### src/rtl/scan_sequencer_if.sv
// Register bus, DAC, counter and result signals of the scan sequencer.
// The slave modport is the sequencer; the master modport is the host/board side.
interface scan_sequencer_if #(
    parameter int DAC_BITS = 12
);
    logic [7:0]          addr;
    logic [7:0]          data;
    logic                write;
    logic [7:0]          data_out;
    logic [DAC_BITS-1:0] dac_code;
    logic                dac_load;
    logic                dac_busy;
    logic                cnt_clear;
    logic                cnt_enable;
    logic [31:0]         count_value;
    logic                res_valid;
    logic [7:0]          res_step;
    logic [31:0]         res_count;
    logic                res_ack;
    logic                busy;
    logic                done;

    modport slave (
        input  addr, data, write, dac_busy, count_value, res_ack,
        output data_out, dac_code, dac_load, cnt_clear, cnt_enable,
               res_valid, res_step, res_count, busy, done
    );

    modport master (
        output addr, data, write, dac_busy, count_value, res_ack,
        input  data_out, dac_code, dac_load, cnt_clear, cnt_enable,
               res_valid, res_step, res_count, busy, done
    );
endinterface

### src/rtl/scan_sequencer.sv
// DAC-threshold scan controller: per point loads the DAC, waits for SPI and settle,
// gates the pulse counter for a fixed window and hands the count to the consumer.
module scan_sequencer #(
    parameter logic [7:0] BASE_ADDR = 8'h40,
    parameter int         DAC_BITS  = 12
) (
    input  logic            clock50Mhz,
    input  logic            reset,
    scan_sequencer_if.slave bus
);
    typedef enum logic [3:0] {
        S_IDLE, S_LOAD, S_DACWAIT, S_SETTLE, S_CLEAR, S_COUNT, S_HOLD, S_REPORT, S_DONE
    } state_t;

    logic [7:0] offset;
    logic       in_range;
    logic [7:0] cfg_val [8];

    assign offset   = bus.addr - BASE_ADDR;
    assign in_range = (bus.addr >= BASE_ADDR) && (offset <= 8'd10);

    // Offsets 0..7 are plain config bytes; the two code-high bytes keep only 4 bits.
    generate
        for (genvar gi = 0; gi < 8; gi++) begin : g_cfg
            localparam logic [7:0] MASK = (gi == 1 || gi == 3) ? 8'h0F : 8'hFF;
            logic [7:0] reg_q;
            always_ff @(posedge clock50Mhz) begin
                if (reset)
                    reg_q <= '0;
                else if (bus.write && in_range && offset == 8'(gi))
                    reg_q <= bus.data & MASK;
            end
            assign cfg_val[gi] = reg_q;
        end
    endgenerate

    logic ctrl_wr, start_cmd, abort_cmd;
    assign ctrl_wr   = bus.write && in_range && (offset == 8'd8);
    assign abort_cmd = ctrl_wr && bus.data[1];
    assign start_cmd = ctrl_wr && bus.data[0] && !bus.data[1];

    state_t              state_q, state_d;
    logic [23:0]         timer_q, timer_d;
    logic [7:0]          idx_q, idx_d, npts_q, npts_d, settle_q, settle_d;
    logic [DAC_BITS-1:0] code_q, code_d, step_q, step_d;
    logic [15:0]         window_q, window_d;
    logic [7:0]          res_step_q, res_step_d;
    logic [31:0]         res_count_q, res_count_d;
    logic                done_q, done_d, aborted_q, aborted_d, sat_q, sat_d;

    logic [15:0]         window_word;
    logic [DAC_BITS:0]   code_sum;
    logic [23:0]         settle_end, window_end;
    logic                busy;

    assign window_word = {cfg_val[7], cfg_val[6]};
    assign code_sum    = {1'b0, code_q} + {1'b0, step_q};
    assign settle_end  = {8'b0, settle_q, 8'h00} - 24'd1;
    assign window_end  = {2'b0, window_q, 6'b0} - 24'd1;
    assign busy        = !(state_q == S_IDLE || state_q == S_DONE);

    always_comb begin
        state_d     = state_q;
        idx_d       = idx_q;
        code_d      = code_q;
        step_d      = step_q;
        npts_d      = npts_q;
        settle_d    = settle_q;
        window_d    = window_q;
        res_step_d  = res_step_q;
        res_count_d = res_count_q;
        done_d      = done_q;
        aborted_d   = aborted_q;
        sat_d       = sat_q;
        if (abort_cmd) begin
            state_d   = S_IDLE;
            aborted_d = 1'b1;
        end else begin
            case (state_q)
                S_IDLE, S_DONE: begin
                    if (state_q == S_DONE)
                        state_d = S_IDLE;
                    if (start_cmd) begin
                        idx_d     = '0;
                        code_d    = DAC_BITS'({cfg_val[1][3:0], cfg_val[0]});
                        step_d    = DAC_BITS'({cfg_val[3][3:0], cfg_val[2]});
                        npts_d    = cfg_val[4];
                        settle_d  = cfg_val[5];
                        window_d  = (window_word == 16'd0) ? 16'd1 : window_word;
                        aborted_d = 1'b0;
                        sat_d     = 1'b0;
                        done_d    = (cfg_val[4] == 8'd0);
                        state_d   = (cfg_val[4] == 8'd0) ? S_DONE : S_LOAD;
                    end
                end
                S_LOAD:    state_d = S_DACWAIT;
                // timer_q != 0 guarantees at least two cycles here before trusting dac_busy
                S_DACWAIT: if (timer_q != 24'd0 && !bus.dac_busy)
                               state_d = (settle_q == 8'd0) ? S_CLEAR : S_SETTLE;
                S_SETTLE:  if (timer_q == settle_end) state_d = S_CLEAR;
                S_CLEAR:   state_d = S_COUNT;
                S_COUNT:   if (timer_q == window_end) state_d = S_HOLD;
                S_HOLD: begin
                    res_count_d = bus.count_value;
                    res_step_d  = idx_q;
                    state_d     = S_REPORT;
                end
                S_REPORT: begin
                    if (bus.res_ack) begin
                        if (idx_q == npts_q - 8'd1) begin
                            state_d = S_DONE;
                            done_d  = 1'b1;
                        end else begin
                            idx_d   = idx_q + 8'd1;
                            state_d = S_LOAD;
                            if (code_sum[DAC_BITS]) begin
                                code_d = '1;
                                sat_d  = 1'b1;
                            end else begin
                                code_d = code_sum[DAC_BITS-1:0];
                            end
                        end
                    end
                end
                default: state_d = S_IDLE;
            endcase
        end
        timer_d = (state_d != state_q) ? 24'd0 : timer_q + 24'd1;
    end

    always_ff @(posedge clock50Mhz) begin
        if (reset) begin
            state_q     <= S_IDLE;
            timer_q     <= '0;
            idx_q       <= '0;
            code_q      <= '0;
            step_q      <= '0;
            npts_q      <= '0;
            settle_q    <= '0;
            window_q    <= '0;
            res_step_q  <= '0;
            res_count_q <= '0;
            done_q      <= 1'b0;
            aborted_q   <= 1'b0;
            sat_q       <= 1'b0;
        end else begin
            state_q     <= state_d;
            timer_q     <= timer_d;
            idx_q       <= idx_d;
            code_q      <= code_d;
            step_q      <= step_d;
            npts_q      <= npts_d;
            settle_q    <= settle_d;
            window_q    <= window_d;
            res_step_q  <= res_step_d;
            res_count_q <= res_count_d;
            done_q      <= done_d;
            aborted_q   <= aborted_d;
            sat_q       <= sat_d;
        end
    end

    always_comb begin
        bus.data_out = '0;
        if (in_range) begin
            if (offset < 8'd8)       bus.data_out = cfg_val[offset[2:0]];
            else if (offset == 8'd9) bus.data_out = {4'b0, sat_q, aborted_q, done_q, busy};
            else if (offset == 8'd10) bus.data_out = idx_q;
        end
    end

    assign bus.dac_code   = code_q;
    assign bus.dac_load   = (state_q == S_LOAD);
    assign bus.cnt_clear  = (state_q == S_CLEAR);
    assign bus.cnt_enable = (state_q == S_COUNT);
    assign bus.res_valid  = (state_q == S_REPORT);
    assign bus.res_step   = res_step_q;
    assign bus.res_count  = res_count_q;
    assign bus.busy       = busy;
    assign bus.done       = done_q;
endmodule

### src/flat_wrapper.sv
// flat-port wrapper written by rule: the top's interface ports become plain ports
module scan_sequencer_flat 
#(
    parameter logic [7:0] BASE_ADDR = 8'h40,
    parameter int         DAC_BITS  = 12
)
  (clock50Mhz, reset, bus_addr, bus_data, bus_write, bus_dac_busy, bus_count_value, bus_res_ack, bus_data_out, bus_dac_code, bus_dac_load, bus_cnt_clear, bus_cnt_enable, bus_res_valid, bus_res_step, bus_res_count, bus_busy, bus_done);
  scan_sequencer_if #(.DAC_BITS(DAC_BITS)) bus_i ();
  input  logic clock50Mhz;
  input  logic reset;
  input wire logic [$bits(bus_i.addr)-1:0] bus_addr;
  input wire logic [$bits(bus_i.data)-1:0] bus_data;
  input wire logic [$bits(bus_i.write)-1:0] bus_write;
  input wire logic [$bits(bus_i.dac_busy)-1:0] bus_dac_busy;
  input wire logic [$bits(bus_i.count_value)-1:0] bus_count_value;
  input wire logic [$bits(bus_i.res_ack)-1:0] bus_res_ack;
  output wire logic [$bits(bus_i.data_out)-1:0] bus_data_out;
  output wire logic [$bits(bus_i.dac_code)-1:0] bus_dac_code;
  output wire logic [$bits(bus_i.dac_load)-1:0] bus_dac_load;
  output wire logic [$bits(bus_i.cnt_clear)-1:0] bus_cnt_clear;
  output wire logic [$bits(bus_i.cnt_enable)-1:0] bus_cnt_enable;
  output wire logic [$bits(bus_i.res_valid)-1:0] bus_res_valid;
  output wire logic [$bits(bus_i.res_step)-1:0] bus_res_step;
  output wire logic [$bits(bus_i.res_count)-1:0] bus_res_count;
  output wire logic [$bits(bus_i.busy)-1:0] bus_busy;
  output wire logic [$bits(bus_i.done)-1:0] bus_done;
  assign bus_i.addr = bus_addr;
  assign bus_i.data = bus_data;
  assign bus_i.write = bus_write;
  assign bus_i.dac_busy = bus_dac_busy;
  assign bus_i.count_value = bus_count_value;
  assign bus_i.res_ack = bus_res_ack;
  assign bus_data_out = bus_i.data_out;
  assign bus_dac_code = bus_i.dac_code;
  assign bus_dac_load = bus_i.dac_load;
  assign bus_cnt_clear = bus_i.cnt_clear;
  assign bus_cnt_enable = bus_i.cnt_enable;
  assign bus_res_valid = bus_i.res_valid;
  assign bus_res_step = bus_i.res_step;
  assign bus_res_count = bus_i.res_count;
  assign bus_busy = bus_i.busy;
  assign bus_done = bus_i.done;
  scan_sequencer #(.BASE_ADDR(BASE_ADDR), .DAC_BITS(DAC_BITS)) u_core (.clock50Mhz(clock50Mhz), .reset(reset), .bus(bus_i));
endmodule
### config.mk
export PLATFORM = sky130hd
export DESIGN_NAME = scan_sequencer_flat
export DESIGN_NICKNAME = d
export VERILOG_FILES = /design/src/rtl/scan_sequencer_if.sv /design/src/rtl/scan_sequencer.sv /design/src/flat_wrapper.sv
export SDC_FILE = /design/constraint.sdc
export NUM_CORES = 1
export LEC_CHECK = 0
export ABC_AREA = 1
export CAP_MARGIN = 20
export CORE_UTILIZATION = 64
export CTS_CLUSTER_DIAMETER = 60
export DETAILED_ROUTE_END_ITERATION = 8
export DONT_BUFFER_PORTS = 1
export PLACE_DENSITY = 0.85
export SYNTH_ARGS = -nofsm -noshare
export SYNTH_HDL_FRONTEND = slang
export SYNTH_SLANG_ARGS = --single-unit
### constraint.sdc
create_clock -name clock50Mhz -period 2.74 [get_ports clock50Mhz]
set_input_delay 0.137 -clock clock50Mhz [delete_from_list [all_inputs] [get_ports clock50Mhz]]
set_output_delay 0.137 -clock clock50Mhz [all_outputs]
set_load 0.05 [all_outputs]
==> impl_metrics.toml <==
[sta]
fin_crit_ps = 2570
tightest_slew_ps = 933
relSlewSlack_pct = 37.4
skew_ps = 17.3
fmax_mhz = 389
setup_viol = 0
finalSetupTns_ps = 0
rsz0062_at_grt = "false"
post-route-period-util_pct = 93.8
drv_slew = 0
hold_viol_final = 0

[grt]
grt_pass1_wl_um = 45000
grt_overflow = 0
grt_pass1_vias = 9053
grt_usage_pct = 35.3
antenna_found_initial = 0
grt_max_degree = 54

[floorplan]
fp.dieW_um = 127
die_area_um2 = 16100
die_y_um = 127
io_pins = 119
start_util_pct = 65.7
rows = 45
core_region_area_um2 = 15200

[setup_path]
cp-start-kind = "flop"
critPathKind = "reg -> reg"
endpoint_kind = "flop"
crit_fanout = 31
cp.arrival_ps = 2940
cp.required_ps = 3110

[final_layout]
layout_commonest_cell = "nor2_1"
diodes = 0
drive_gt1_share_pct = 9.21
area_growth_pct = 14.0
final_cell_mix = "nor2_1, nand2_1, dfxtp_1"
finish.instance_area_um2 = 11400
utilization_pct = 74.9
fin_nets = 1559
final-instance-count-excl-fill = 1686

[pwr]
ir_drop_uv = 461
internal_power_w = 0.00412
power_frac_clock_pct = 45.5
p_per_area_nw_per_um2 = 490
power_frac_seq_pct = 50.0
p_sw_w = 0.00145
swShare_pct = 26.0
p_leak_nw = 4.72
power_w = 0.00557
share_comb_of_total_power_pct = 4.6

[clock_network]
cts_tree = "built"
cts_buffers = 17
cts.reportedPaths.clkPinSlew_ps = 80
postCtsSetupRepairBufs = 0
clock_sinks = 191
htree_levels = 4
insertion_delay_ps = 450
clock-root-buffer = "clkbuf_16"
clockBufferDepth = 2

[route]
first_iter_violations = 1130
vias = 10116
viasPerCell = 6.00
dr.pass1.iters = 6
antenna_left = 0
finalWirelength_um = 28200
post_drt_wl_per_cell_um = 16.7
drc_errors = 0

[outcome]
status = "finished clean"

[synth]
synth_seq_cells = 191
yosys_most_used_dff = "dfxtp_1"
syn_nets = 1517
syn-instance-count = 1443
ys_types = 49
syn_area_um2 = 9980
syn_area_per_cell_um2 = 6.92
synthArstFlopShare_pct = 0
ys.warnings.count = 0
synth_edf_count = 0
ys_seq_area_share_pct = 38.3

[placed_design]
port_buffers = 0
gp_congestion = 0.945
post_dp_cell_area_um2 = 10400
dp.cells = 1616
hpwl_um = 19200

[run]
maxCapViolations = 0

[hold_path]
min_path_type = "in -> reg"
flip-flops by register name, indices dropped and copies added, names as in the netlist, 4 cells and up:
signal                count
u_core.bus.res_step       8
u_core.step_q            12
u_core.window_q          16
u_core.bus.res_count     32
u_core.npts_q             8
u_core.state_q            4
u_core.g_cfg.reg_q       56
u_core.idx_q              8
u_core.bus.dac_code      12
u_core.settle_q           8
u_core.timer_q           24
critical path, cell delays in order (launching register included):
cell and delay (ps):
dfxtp_1 320, inv_1 120, ha_1 200, nand2_1 90
nor2_1 200, nand3_1 150, nand2_1 80, nand2_1 50
nand2_1 70, nor2_1 60, and2_1 190, nand2_1 70
nand3_1 130, inv_2 400, o21ai_0 160, a21oi_1 200
path summary, 6_finish.rpt:
check	cells after the start	start	end	slack, ps
max reg2reg	15	u_core.npts_q[0]$_SDFFE_PP0P_	u_core.bus.dac_code[1]$_SDFFE_PP0P_	170
min	2	bus_data[5]	u_core.g_cfg[5].reg_q[5]$_SDFFE_PP0P_	30
min reg2reg	2	u_core.sat_q$_SDFFE_PP0P_	u_core.sat_q$_SDFFE_PP0P_	470
max	15	u_core.npts_q[0]$_SDFFE_PP0P_	u_core.bus.dac_code[1]$_SDFFE_PP0P_	170
synthesized netlist by cell type, types with 2 or more instances:
| cell | instances | area (µm²) |
|---|---|---|
| o31ai_1 | 2 | 15.0 |
| buf_1 | 2 | 7.51 |
| nor3_2 | 7 | 70.1 |
| nor2_2 | 23 | 144 |
| nand2_2 | 4 | 25.0 |
| buf_6 | 2 | 22.5 |
| nor3_1 | 28 | 140 |
| nor2_4 | 2 | 22.5 |
| xor2_1 | 30 | 263 |
| nand3b_1 | 7 | 52.6 |
| xnor2_1 | 19 | 166 |
| inv_1 | 138 | 518 |
| inv_2 | 3 | 11.3 |
| nor4_2 | 2 | 25.0 |
| and2_1 | 2 | 12.5 |
| buf_2 | 11 | 55.1 |
| dfxtp_1 | 191 | 3820 |
| o21ai_2 | 2 | 17.5 |
| a221oi_1 | 5 | 43.8 |
| a2111oi_0 | 3 | 26.3 |
| a21oi_1 | 94 | 470 |
| o21ai_0 | 134 | 671 |
| o22ai_1 | 28 | 175 |
| buf_4 | 2 | 15.0 |
| clkinv_1 | 5 | 18.8 |
| nand2_1 | 224 | 841 |
| a211oi_1 | 46 | 345 |
| clkbuf_1 | 43 | 161 |
| o21bai_1 | 3 | 22.5 |
| nor2_1 | 265 | 995 |
| ha_1 | 20 | 250 |
| nand4_1 | 11 | 68.8 |
| nand3_1 | 64 | 320 |
| nor4_1 | 6 | 37.5 |
timing repair:
action	in CTS	in global routing
resized for setup	0	2
setup endpoints to repair	0	25
hold buffers	38	0
hold endpoints to repair	92	0
stage by stage:
stage                     worst slack [ps]  hold WS (ps)
after floorplan                       67.8           304
after global placement                 170           214
after detailed placement               273           214
after CTS                              148          19.3
after global routing                  1.98          23.6
final                                  171          27.2
power by group through the flow:
| stage | Sequential, W | Combinational (W) | Clock [W] |
|---|---|---|---|
| 3_5_place_dp | 0.00285 | 0.000185 | 0 |
| 3_3_place_gp | 0.00285 | 0.000182 | 0 |
| 4_1_cts | 0.00278 | 0.000245 | 0.00253 |
| 5_1_grt | 0.00278 | 0.000273 | 0.00266 |
| 2_1_floorplan | 0.00285 | 0.000147 | 0 |
| 6_report | 0.00278 | 0.000254 | 0.00253 |
logic make-up (layout without fill, tap and decap cells):
logic type	Yosys count	after routing	synth area share, %
and+or+nand+nor	649	649	27.9
AOI/OAI and AO/OA	327	327	18.7
buffers and inverters	206	261	8.11
DFF	191	191	38.3
xor gates and xnor gates	49	49	4.30
adders and majority gates	21	21	2.71
area by class of cell:
class                           instances  area (µm²)
Clock buffer                           17         425
Clock inverter                         15         184
Fill cell                            1151        3820
Inverter                              146         548
Multi-Input combinational cell       1046        5420
Sequential cell                       191        3820
Tap cell                              188         235
Timing Repair Buffer                   83         748
routing by layer:
layer | track usage (%) | vias up | wire [µm]
met1 | 46.2 | 4558 | 11600
li1 | - | 4878 | -
met5 | 0 | - | 0
met2 | 56.8 | 581 | 12900
met4 | 16.2 | 0 | 1070
met3 | 6.24 | 99 | 2640
No activity file was read; power rests on OpenSTA's default activity.
